`src/rtl/pipeline_serializer.sv`:
```
// pipeline_serializer: splits one wide valid/bp token into InWidth/OutWidth
// narrow beats, least-significant slice first, with no inter-token bubbles.
// Ports: clk, reset (sync, active-high), d/d_valid/d_bp (wide in),
//        q/q_valid/q_bp/q_last (narrow out).
module pipeline_serializer #(
  parameter string Name     = "",
  parameter int    InWidth  = 32,
  parameter int    OutWidth = 8
) (
  input  logic                clk,
  input  logic                reset,
  input  logic [InWidth-1:0]  d,
  input  logic                d_valid,
  output logic                d_bp,
  output logic [OutWidth-1:0] q,
  output logic                q_valid,
  input  logic                q_bp,
  output logic                q_last
);

  localparam int Ratio = InWidth / OutWidth;
  localparam int BeatW = (Ratio > 1) ? $clog2(Ratio) : 1;
  localparam logic [BeatW-1:0] LastBeat = BeatW'(Ratio - 1);

  if (InWidth <= 0 || OutWidth <= 0 || (InWidth % OutWidth) != 0) begin : g_bad
    $error("%s: InWidth must be a positive multiple of OutWidth", Name);
  end

  logic               r_valid;
  logic [BeatW-1:0]   r_beat;
  logic [InWidth-1:0] r_shreg;

  logic               w_nxt_valid;
  logic [BeatW-1:0]   w_nxt_beat;
  logic [InWidth-1:0] w_nxt_shreg;

  logic w_out_fire;
  logic w_last_fire;
  logic w_in_fire;
  logic w_d_bp;

  // d_bp depends on q_bp combinationally so the slot frees up in the
  // same cycle the final beat leaves.
  assign w_out_fire  = r_valid && !q_bp;
  assign w_last_fire = w_out_fire && (r_beat == LastBeat);
  assign w_d_bp      = r_valid && !w_last_fire;
  assign w_in_fire   = d_valid && !w_d_bp;

  // State register
  always_ff @(posedge clk) begin
    if (reset) begin
      r_valid <= 1'b0;
      r_beat  <= '0;
    end else begin
      r_valid <= w_nxt_valid;
      r_beat  <= w_nxt_beat;
    end
  end

  // Data register carries no reset; its content is ignored while invalid.
  always_ff @(posedge clk) begin
    r_shreg <= w_nxt_shreg;
  end

  // Next-state logic
  always_comb begin
    w_nxt_valid = r_valid;
    w_nxt_beat  = r_beat;
    w_nxt_shreg = r_shreg;
    if (w_in_fire) begin
      w_nxt_valid = 1'b1;
      w_nxt_beat  = '0;
      w_nxt_shreg = d;
    end else if (w_last_fire) begin
      w_nxt_valid = 1'b0;
      w_nxt_beat  = '0;
    end else if (w_out_fire) begin
      w_nxt_beat  = r_beat + 1'b1;
      w_nxt_shreg = r_shreg >> OutWidth;
    end
  end

  // Output logic
  always_comb begin
    q       = r_shreg[OutWidth-1:0];
    q_valid = r_valid;
    q_last  = r_valid && (r_beat == LastBeat);
    d_bp    = w_d_bp;
  end

endmodule

```
`config.mk`:
```
export PLATFORM = sky130hd
export DESIGN_NAME = pipeline_serializer
export DESIGN_NICKNAME = d
export VERILOG_FILES = /design/src/rtl/pipeline_serializer.sv
export SDC_FILE = /design/constraint.sdc
export NUM_CORES = 1
export LEC_CHECK = 0
export BUFFER_PORTS_ARGS = -buffer_cell sky130_fd_sc_hd__buf_2
export CORE_UTILIZATION = 46
export DETAILED_ROUTE_END_ITERATION = 12
export GPL_TIMING_DRIVEN = 1
export PLACE_DENSITY = 0.75
export SYNTH_ARGS = -nofsm -noshare
export SYNTH_HDL_FRONTEND = slang
export SYNTH_SLANG_ARGS = --single-unit
```
`constraint.sdc`:
```
create_clock -name clk -period 3.8 [get_ports clk]
set_clock_uncertainty 0.05 [all_clocks]
set_input_delay 0.76 -clock clk [delete_from_list [all_inputs] [get_ports clk]]
set_output_delay 0.76 -clock clk [all_outputs]
set_load 0.02 [all_outputs]
```
==> results of run 1 <==
-- registers in the layout, indices dropped and copies added (netlist names) --
register  count
q_valid       1
r_beat        2
r_shreg      32
-- metrics by stage --
| stage | hold slack [ns] | instances |
|---|---|---|
| final | 0.482 | 188 |
| after global routing | 0.518 | 188 |
| after CTS | 0.484 | 188 |
| after detailed placement | 0.471 | 180 |
| after global placement | 0.472 | 180 |
| after floorplan | 0.449 | 97 |
-- routing by layer --
layer | vias up | wire length, µm | track usage (%)
met4 | 0 | 45 | 6.67
met5 | - | 0 | 0
met3 | 7 | 169 | 6.63
met2 | 40 | 1090 | 21.7
met1 | 394 | 1020 | 17.4
li1 | 443 | - | -
-- cell usage after synthesis (all sizes together) --
master | number | area share (%)
a21oi | 2 | 0.61
clkbuf | 1 | 0.23
nor2 | 2 | 0.45
and3 | 8 | 3.0
o21ai | 3 | 1.6
buf | 11 | 6.4
nor2b | 1 | 0.83
and4bb | 1 | 0.76
inv | 4 | 0.91
mux2i | 1 | 0.61
or2b | 1 | 0.45
a211oi | 2 | 0.91
ha | 1 | 0.76
mux2 | 24 | 21
dfxtp | 3 | 3.6
edfxtp | 32 | 58
-- path summary, 6_finish.rpt --
check,slack [ns],to,depth (start not counted)
setup / recovery,1.50,d_bp,5
hold / removal,0.48,r_beat[1],2
setup reg to reg,1.63,r_shreg[15],5
hold reg to reg,0.48,r_beat[1],2
-- kinds of logic (layout without fill, tap and decap cells) --
logic type               after synthesis  after routing  synth area share [%]
adder cells (fa/ha/maj)                1              1                 0.757
multiplexers                          25             25                  21.3
AO/OA/AOI/OAI                          7              7                  3.11
flip-flops                            35             35                  61.8
buffers and inverters                 16             61                  7.50
AND/OR/NAND/NOR                       13             13                  5.53
-- cells in the final DEF, fill, tap and decap left out, drive strengths merged --
| cell | synthesis | routed |
|---|---|---|
| nor2b | 1 | 1 |
| clkbuf | 1 | 6 |
| mux2i | 1 | 1 |
| a211oi | 2 | 2 |
| and4bb | 1 | 1 |
| dfxtp | 3 | 3 |
| ha | 1 | 1 |
| clkinv | 0 | 2 |
| nor2 | 2 | 2 |
| a21oi | 2 | 2 |
| or2b | 1 | 1 |
| edfxtp | 32 | 32 |
| mux2 | 24 | 24 |
| buf | 11 | 49 |
| o21ai | 3 | 3 |
| and3 | 8 | 8 |
| inv | 4 | 4 |
-- report_power, final --
group / internal [µW] / total (µW) / switching, µW
sequential: 464 / 473 / 8.84
combinational: 65.9 / 121 / 55.4
clock: 69.4 / 184 / 114
-- layout make-up --
cell class              instances  share of cell area, %
repair buffers                 49                   13.3
clock buffers                   6                   2.17
clock inverters                 2                  0.459
flip-flops and latches         35                   53.5
well taps                      46                   3.02
multi-input cells              46                   26.8
inverters                       4                  0.787
-- worst max-delay path, delay by kind of cell (launching register included) --
kind,cells,cell delay (ns)
flip-flops,1,0.38
adder cells (fa/ha/maj),1,0.26
AO/OA/AOI/OAI,1,0.23
buffers and inverters,3,0.29
==> results.sh, run 1 <==
export IMPL_outcome="finished clean"
export IMPL_leakage_uw=0.000856
export IMPL_synthToLayoutAreaGrowth_pct=15.5
export IMPL_layout_min_cycle_time_ns=2.30
export IMPL_finalNetCount=178
export IMPL_die_w_um=61.9
export IMPL_layout_core_utilization_pct=56.3
export IMPL_path_clk_slew_ns=0.10
export IMPL_crit_path_max_fanout=5
export IMPL_critical_path_cell_chain="ha_1, inv_1, o21ai_0, inv_1, buf_2"
export IMPL_gp_routability_congestion=0.670
export IMPL_grt_max_degree=21
export IMPL_layout_area_seq_um2=1020
export IMPL_root_buf_cell="sky130_fd_sc_hd__clkbuf_4"
export IMPL_final_setup_worst_slack_ns=1.50
export IMPL_synth_cell_type_count=20
export IMPL_io_pins=47
export IMPL_crit_arrival_ns=1.49
export IMPL_num_vias=884
export IMPL_worst_path_largest_cell_delay_ns=0.38
export IMPL_setup_worst_path_end_class="primary output"
export IMPL_std_cell_rows=21
export IMPL_ws_path_type="flop to primary output"
export IMPL_ctsHtreeMaxLevel=2
export IMPL_worst_pin_slew_ns=0.607
export IMPL_report_final_slew_viol_count=0
export IMPL_placement_setup_worst_slack_ns=1.33
export IMPL_global_route_usage_total_pct=14.3
export IMPL_clk_path_buf_depth=2
export IMPL_required_ns=2.99
export IMPL_synthesis_area_um2=1650
export IMPL_grt_first_pass_wirelength_mm=3.73
export IMPL_grt_setup_unrepaired="no"
export IMPL_dpl_cell_area_um2=1860
export IMPL_yosys_warnings=0
export IMPL_detailed_place_hpwl_mm=1.69
export IMPL_initial_core_utilization_pct=48.7
export IMPL_grt_antenna_before_repair=0
export IMPL_num_antenna_cells=0
export IMPL_fin_area_um2=1910
export IMPL_share_of_post_route_cells_with_drive_strength_above_1_pct=58.5
export IMPL_first_pass_iters=4
export IMPL_cts_buffers_inserted=5
export IMPL_synthesis_instances=97
export IMPL_route_detailed_drc=0
export IMPL_hold_fails_final_rpt=0
export IMPL_power_density_cell_area_nw_per_um2=408
export IMPL_clock_sinks=35
export IMPL_port_buffers=46
export IMPL_critical_path_slowest_cell="sky130_fd_sc_hd__dfxtp_1"
export IMPL_drt_first_iter_violations=28
export IMPL_number_of_global_route_vias_before_repair=842
export IMPL_routed_len_inst_um=12.3
export IMPL_critical_path_start="r_beat[0]"
export IMPL_path_common_cell="sky130_fd_sc_hd__inv_1"
export IMPL_drt_wl_total_mm=2.32
export IMPL_clkLatencyLatePin_ns=0.33
export IMPL_ir_drop_uv=218
export IMPL_mappedNetlistNets=134
export IMPL_antenna_violating_nets_post_route=0
export IMPL_report_final_setup_viol=0
export IMPL_synthesis_stage_register_bit_count=35
export IMPL_cts_tree="done"
export IMPL_postCtsSetupBuffers=0
export IMPL_hold_path_class="flop to flop"
export IMPL_crit_path_start_kind="flop"
export IMPL_routed_via_density=4.70
export IMPL_post_cts_resize_count=0
export IMPL_final_setup_tns_ns=0
export IMPL_core_um2=3390
export IMPL_synth_area_per_cell_um2=17.0
export IMPL_timing_max_cap_violations=0
export IMPL_fillCellCount=286
export IMPL_total_power_uw=778
export IMPL_ctsHoldBuffers=0
export IMPL_dieHeight_um=61.9
export IMPL_synth_seq_area_share_pct=61.8
export IMPL_grt_remaining_overflow=0
export IMPL_hold_path_startpoint="r_beat[1]"
export IMPL_max_freq_ghz=0.435
export IMPL_worstReg2RegStart="r_beat[0]"
export IMPL_period_share_pct=60.5
export IMPL_die_area_um2=3830
export IMPL_relSlewSlack_pct=59.6
export IMPL_multiInputGateArea_um2=510
No activity file was read; power rests on OpenSTA's default activity.
==> inputs of run 2 (changes only) <==
--- a/config.mk
+++ b/config.mk
@@ -9,7 +9,7 @@
 export CORE_UTILIZATION = 46
 export DETAILED_ROUTE_END_ITERATION = 12
 export GPL_TIMING_DRIVEN = 1
-export PLACE_DENSITY = 0.75
+export PLACE_DENSITY = 0.72
 export SYNTH_ARGS = -nofsm -noshare
 export SYNTH_HDL_FRONTEND = slang
 export SYNTH_SLANG_ARGS = --single-unit
==> constraint.sdc (replaced) <==
create_clock -name clk -period 2.3 [get_ports clk]
set_clock_uncertainty 0.05 [all_clocks]
set_input_delay 0.46 -clock clk [delete_from_list [all_inputs] [get_ports clk]]
set_output_delay 0.46 -clock clk [all_outputs]
set_load 0.02 [all_outputs]
==> run 2 against run 1 <==
  * Routed wire length grew 5.7%
  * Clock power grew 64%
  * Setup slack lost 1.2 ns
  * Flip-flop and latch count is the same
  * Critical path depth is the same
  * Combinational power grew 72%
  * Cell count grew 0.53%
  * Critical path type unchanged
  * Largest cell class unchanged
==> results.sh, run 2 (synthesis gave the netlist of run 1 again) <==
export IMPL_outcome="finished clean"
export IMPL_drt_wl_total_mm=2.45
export IMPL_dieHeight_um=61.9
export IMPL_synthToLayoutAreaGrowth_pct=17.0
export IMPL_number_of_global_route_vias_before_repair=864
export IMPL_regToRegEndpoint="r_shreg[27]"
export IMPL_post_cts_resize_count=0
export IMPL_total_power_uw=1290
export IMPL_busiest_layer="met2"
export IMPL_setup_worst_path_end_class="primary output"
export IMPL_finalNetCount=179
export IMPL_num_antenna_cells=0
export IMPL_most_common_layout_cells="sky130_fd_sc_hd__buf_2 (46), sky130_fd_sc_hd__edfxtp_1 (32), sky130_fd_sc_hd__mux2_4 (19)"
export IMPL_hold_fails_final_rpt=0
export IMPL_hold_path_endpoint="q_valid"
export IMPL_layout_area_seq_um2=1020
export IMPL_ctsHoldBuffers=0
export IMPL_global_route_usage_total_pct=14.2
export IMPL_cts_tree="done"
export IMPL_required_ns=1.79
export IMPL_clkLatencyLatePin_ns=0.33
export IMPL_reg2reg_path_depth=6
export IMPL_grt_use_met1_pct=15.4
export IMPL_first_pass_iters=4
export IMPL_cts_buffers_inserted=5
export IMPL_layout_core_utilization_pct=57.0
export IMPL_crit_arrival_ns=1.48
export IMPL_register_containing_the_most_flip_flops_in_the_final_layout="r_shreg"
export IMPL_leakage_uw=0.000865
export IMPL_whs_path_depth=2
export IMPL_reg2reg_setup_slack_ns=0.48
export IMPL_m3_gr_usage_pct=5.80
export IMPL_grt_setup_unrepaired="no"
export IMPL_gr_usage_met2_pct=24.0
export IMPL_layout_min_cycle_time_ns=1.99
export IMPL_crit_path_max_fanout=5
export IMPL_std_cell_rows=21
export IMPL_worst_pin_slew_ns=0.250
export IMPL_routed_via_density=4.74
export IMPL_report_final_setup_viol=0
export IMPL_gp_routability_congestion=0.627
export IMPL_antenna_violating_nets_post_route=0
export IMPL_clk_path_buf_depth=2
export IMPL_die_area_um2=3830
export IMPL_path_clk_slew_ns=0.09
export IMPL_most_frequent_standard_cell_in_the_layout_excluding_fill_and_tap_cells="sky130_fd_sc_hd__buf_2"
export IMPL_ctsHtreeMaxLevel=2
export IMPL_power_density_cell_area_nw_per_um2=668
export IMPL_io_pins=47
export IMPL_core_um2=3390
export IMPL_hold_path_class="primary input to flop"
export IMPL_worstReg2RegStart="r_beat[0]"
export IMPL_hold_path_startpoint="reset"
export IMPL_detailed_place_hpwl_mm=1.73
export IMPL_route_detailed_drc=0
export IMPL_report_final_slew_viol_count=0
export IMPL_port_buffers=46
export IMPL_root_buf_cell="sky130_fd_sc_hd__clkbuf_4"
export IMPL_grt_first_pass_wirelength_mm=3.65
export IMPL_grt_max_degree=26
export IMPL_relSlewSlack_pct=83.3
export IMPL_largest_register_ff_count=32
export IMPL_fillCellCount=291
export IMPL_share_of_post_route_cells_with_drive_strength_above_1_pct=58.0
export IMPL_drt_first_iter_violations=22
export IMPL_ir_drop_uv=341
export IMPL_ws_path_type="flop to primary output"
export IMPL_timing_max_cap_violations=0
export IMPL_clock_sinks=35
export IMPL_multiInputGateArea_um2=518
export IMPL_final_setup_tns_ns=0
export IMPL_grt_antenna_before_repair=0
export IMPL_initial_core_utilization_pct=48.7
export IMPL_crit_path_start_kind="flop"
export IMPL_postCtsSetupBuffers=0
export IMPL_period_share_pct=86.7
export IMPL_max_freq_ghz=0.502
export IMPL_num_vias=895
export IMPL_routed_len_inst_um=13.0
export IMPL_grt_remaining_overflow=0
export IMPL_die_w_um=61.9
==> run 2: through the flow <==
| step | instances | hold WS, ns | setup WS, ns | cell area (µm²) |
|---|---|---|---|---|
| 2_1_floorplan | 97 | 0.449 | 0.210 | 1660 |
| 3_3_place_gp | 181 | 0.469 | 0.557 | 1880 |
| 3_5_place_dp | 181 | 0.483 | 0.473 | 1880 |
| 4_1_cts | 189 | 0.251 | 0.286 | 1930 |
| 5_1_grt | 189 | 0.248 | 0.127 | 1930 |
| 6_report | 189 | 0.268 | 0.307 | 1930 |
==> run 2: cell type report <==
cell class | count | share of cell area (%)
timing repair buffer | 50 | 14.1
tap | 46 | 2.98
clock inverter | 2 | 0.388
clock buffer | 6 | 2.14
sequential | 35 | 52.8
multi-input combinational | 46 | 26.8
inverter | 4 | 0.777
==> run 2: how the worst max path moves through the flow <==
stage	cells after the start	startpoint	slack, ns	to
after floorplan	2	q_valid	0.21	r_shreg[0]
after global placement	6	r_beat[0]	0.56	r_shreg[2]
after detailed placement	6	r_beat[0]	0.47	r_shreg[10]
after CTS	5	r_beat[0]	0.29	d_bp
after global routing	5	r_beat[0]	0.13	d_bp
final	5	r_beat[0]	0.31	d_bp
==> run 2: worst max-delay path, stage by stage, from the launching register on <==
cell and delay (ns):
sky130_fd_sc_hd__dfxtp_1 0.37, sky130_fd_sc_hd__ha_1 0.28, sky130_fd_sc_hd__inv_1 0.08, sky130_fd_sc_hd__o21ai_0 0.21, sky130_fd_sc_hd__inv_1 0.06, sky130_fd_sc_hd__buf_2 0.16
==> run 2: metal layers <==
metal,up-vias,share of wire [%]
li1,447,-
met1,404,44
met2,38,47
met3,6,7.0
met4,0,1.9
met5,-,0
==> run 2: report_power, final <==
group          switching (µW)  internal (µW)  total, µW
sequential               15.4            767        782
combinational            93.8            115        208
clock                     189            113        302
total                     298            994       1290
==> inputs of run 3 (changes only) <==
--- a/config.mk
+++ b/config.mk
@@ -6,10 +6,11 @@
 export NUM_CORES = 1
 export LEC_CHECK = 0
 export BUFFER_PORTS_ARGS = -buffer_cell sky130_fd_sc_hd__buf_2
-export CORE_UTILIZATION = 46
+export CORE_MARGIN = 4
+export CORE_UTILIZATION = 35
 export DETAILED_ROUTE_END_ITERATION = 12
 export GPL_TIMING_DRIVEN = 1
-export PLACE_DENSITY = 0.72
+export PLACE_DENSITY = 0.6
 export SYNTH_ARGS = -nofsm -noshare
 export SYNTH_HDL_FRONTEND = slang
 export SYNTH_SLANG_ARGS = --single-unit
==> constraint.sdc (replaced) <==
create_clock -name clk -period 1.65 [get_ports clk]
set_clock_uncertainty 0.05 [all_clocks]
set_input_delay 0.33 -clock clk [delete_from_list [all_inputs] [get_ports clk]]
set_output_delay 0.33 -clock clk [all_outputs]
set_load 0.02 [all_outputs]
==> run 3 against run 2 <==
  * Total power up 53%
  * Die area increased by 53%
  * Combinational power rose by 48%
  * Setup slack worse by 0.27 ns
  * Critical path type is now flop to flop
==> results.sh, run 3 (synthesis gave the netlist of run 1 again) <==
export IMPL_power_density_cell_area_nw_per_um2=963
export IMPL_share_of_post_route_cells_with_drive_strength_above_1_pct=63.3
export IMPL_register_containing_the_most_flip_flops_in_the_final_layout="r_shreg"
export IMPL_final_setup_worst_slack_ns=0.0333
export IMPL_cp_buffers_inverters=1
export IMPL_max_freq_ghz=0.619
export IMPL_num_vias=913
export IMPL_most_frequent_standard_cell_in_the_layout_excluding_fill_and_tap_cells="sky130_fd_sc_hd__buf_2"
export IMPL_timing_max_cap_violations=0
export IMPL_cts_buffers_inserted=5
export IMPL_critical_path_cell_chain="ha_4, nor2b_4, o21ai_4, buf_6, mux2_2"
export IMPL_report_final_slew_viol_count=0
export IMPL_first_pass_iters=4
export IMPL_num_antenna_cells=0
export IMPL_grt_max_degree=19
export IMPL_clk_path_buf_depth=2
export IMPL_report_final_setup_viol=0
export IMPL_cts_tree="done"
export IMPL_grt_antenna_before_repair=0
export IMPL_io_pins=47
export IMPL_port_buffers=46
export IMPL_clock_sinks=35
export IMPL_initial_core_utilization_pct=36.9
export IMPL_path_delay_family="flip-flops"
export IMPL_antenna_violating_nets_post_route=0
export IMPL_dieHeight_um=76.7
export IMPL_leakage_uw=0.000912
export IMPL_crit_path_start_kind="flop"
export IMPL_gp_routability_congestion=0.641
export IMPL_grt_setup_unrepaired="yes"
export IMPL_clkLatencyLatePin_ns=0.28
export IMPL_grt_remaining_overflow=0
export IMPL_synthToLayoutAreaGrowth_pct=24.2
export IMPL_layout_min_cycle_time_ns=1.62
export IMPL_crit_path_max_fanout=9
export IMPL_layout_core_utilization_pct=45.9
export IMPL_postCtsSetupBuffers=0
export IMPL_relSlewSlack_pct=87.1
export IMPL_period_share_pct=98.0
export IMPL_grt_first_pass_wirelength_mm=4.30
export IMPL_hold_ws_ns=0.171
export IMPL_worst_pin_slew_ns=0.192
export IMPL_number_of_global_route_vias_before_repair=990
export IMPL_worst_path_largest_cell_delay_ns=0.34
export IMPL_routed_via_density=4.59
export IMPL_setup_worst_path_end_class="flop"
export IMPL_core_um2=4470
export IMPL_ir_drop_uv=368
export IMPL_root_buf_cell="sky130_fd_sc_hd__clkbuf_8"
export IMPL_global_route_usage_total_pct=9.40
export IMPL_ws_path_type="flop to flop"
export IMPL_critical_path_slowest_cell="sky130_fd_sc_hd__dfxtp_2"
export IMPL_hold_fails_final_rpt=0
export IMPL_most_common_layout_cells="sky130_fd_sc_hd__buf_2 (45), sky130_fd_sc_hd__edfxtp_1 (32), sky130_fd_sc_hd__mux2_4 (21)"
export IMPL_die_area_um2=5880
export IMPL_detailed_place_hpwl_mm=1.93
export IMPL_path_clk_slew_ns=0.06
export IMPL_die_w_um=76.7
export IMPL_largest_register_ff_count=32
export IMPL_std_cell_rows=24
export IMPL_ctsHtreeMaxLevel=2
export IMPL_outcome="finished clean"
export IMPL_route_detailed_drc=0
export IMPL_placement_setup_worst_slack_ns=-0.0153
export IMPL_routed_len_inst_um=13.0
export IMPL_hold_path_class="primary input to flop"
export IMPL_crit_arrival_ns=1.60
export IMPL_required_ns=1.63
export IMPL_drt_wl_total_mm=2.59
export IMPL_drt_first_iter_violations=41
export IMPL_finalNetCount=183
## run 3: path summary, 6_finish.rpt
check	start	cells past startpoint	to	slack, ns
setup / recovery	r_beat[0]	5	r_shreg[16]	0.03
hold / removal	reset	2	q_valid	0.17
setup reg to reg	r_beat[0]	5	r_shreg[16]	0.03
hold reg to reg	r_shreg[18]	1	r_shreg[10]	0.50
## run 3: repair_timing
action / in CTS / in global routing
hold buffers: 0 / 0
resized for setup: 7 / 4
pin swaps: 2 / 1
endpoints found under the setup margin: 4 / 7
## run 3: where the power goes
| group | internal [µW] | switching (µW) |
|---|---|---|
| Clock | 299 | 280 |
| Sequential | 1070 | 20.2 |
| Combinational | 173 | 134 |
## run 3: layer usage
metal  vias up  share of wire, %  routed length (µm)  track usage, %
met5         -                 0                   0               0
met3         8               8.1                 211            3.28
met1       412                42                1090            10.3
met4         0               2.1                  54            5.98
met2        44                47                1230            15.4
li1        449                 -                   -               -
## run 3: final cells by class
type                    instances  area (µm²)
repair buffers                 54         320
flip-flops and latches         35        1030
clock buffers                   8        80.1
inverters                       4        17.5
fillers                       403        2420
well taps                      52        65.1
multi-input cells              46         542
## run 3: through the flow
stage / cells / TNS [ns] / instance area [µm²] / power [µW]
after CTS: 199 / 0 / 2040 / 2000
final: 199 / 0 / 2050 / 1980
after global routing: 199 / -0.0726 / 2050 / 2070
after detailed placement: 191 / -0.0224 / 1940 / 1410
after global placement: 191 / 0 / 1940 / 1400
after floorplan: 97 / -2.61 / 1680 / 1340
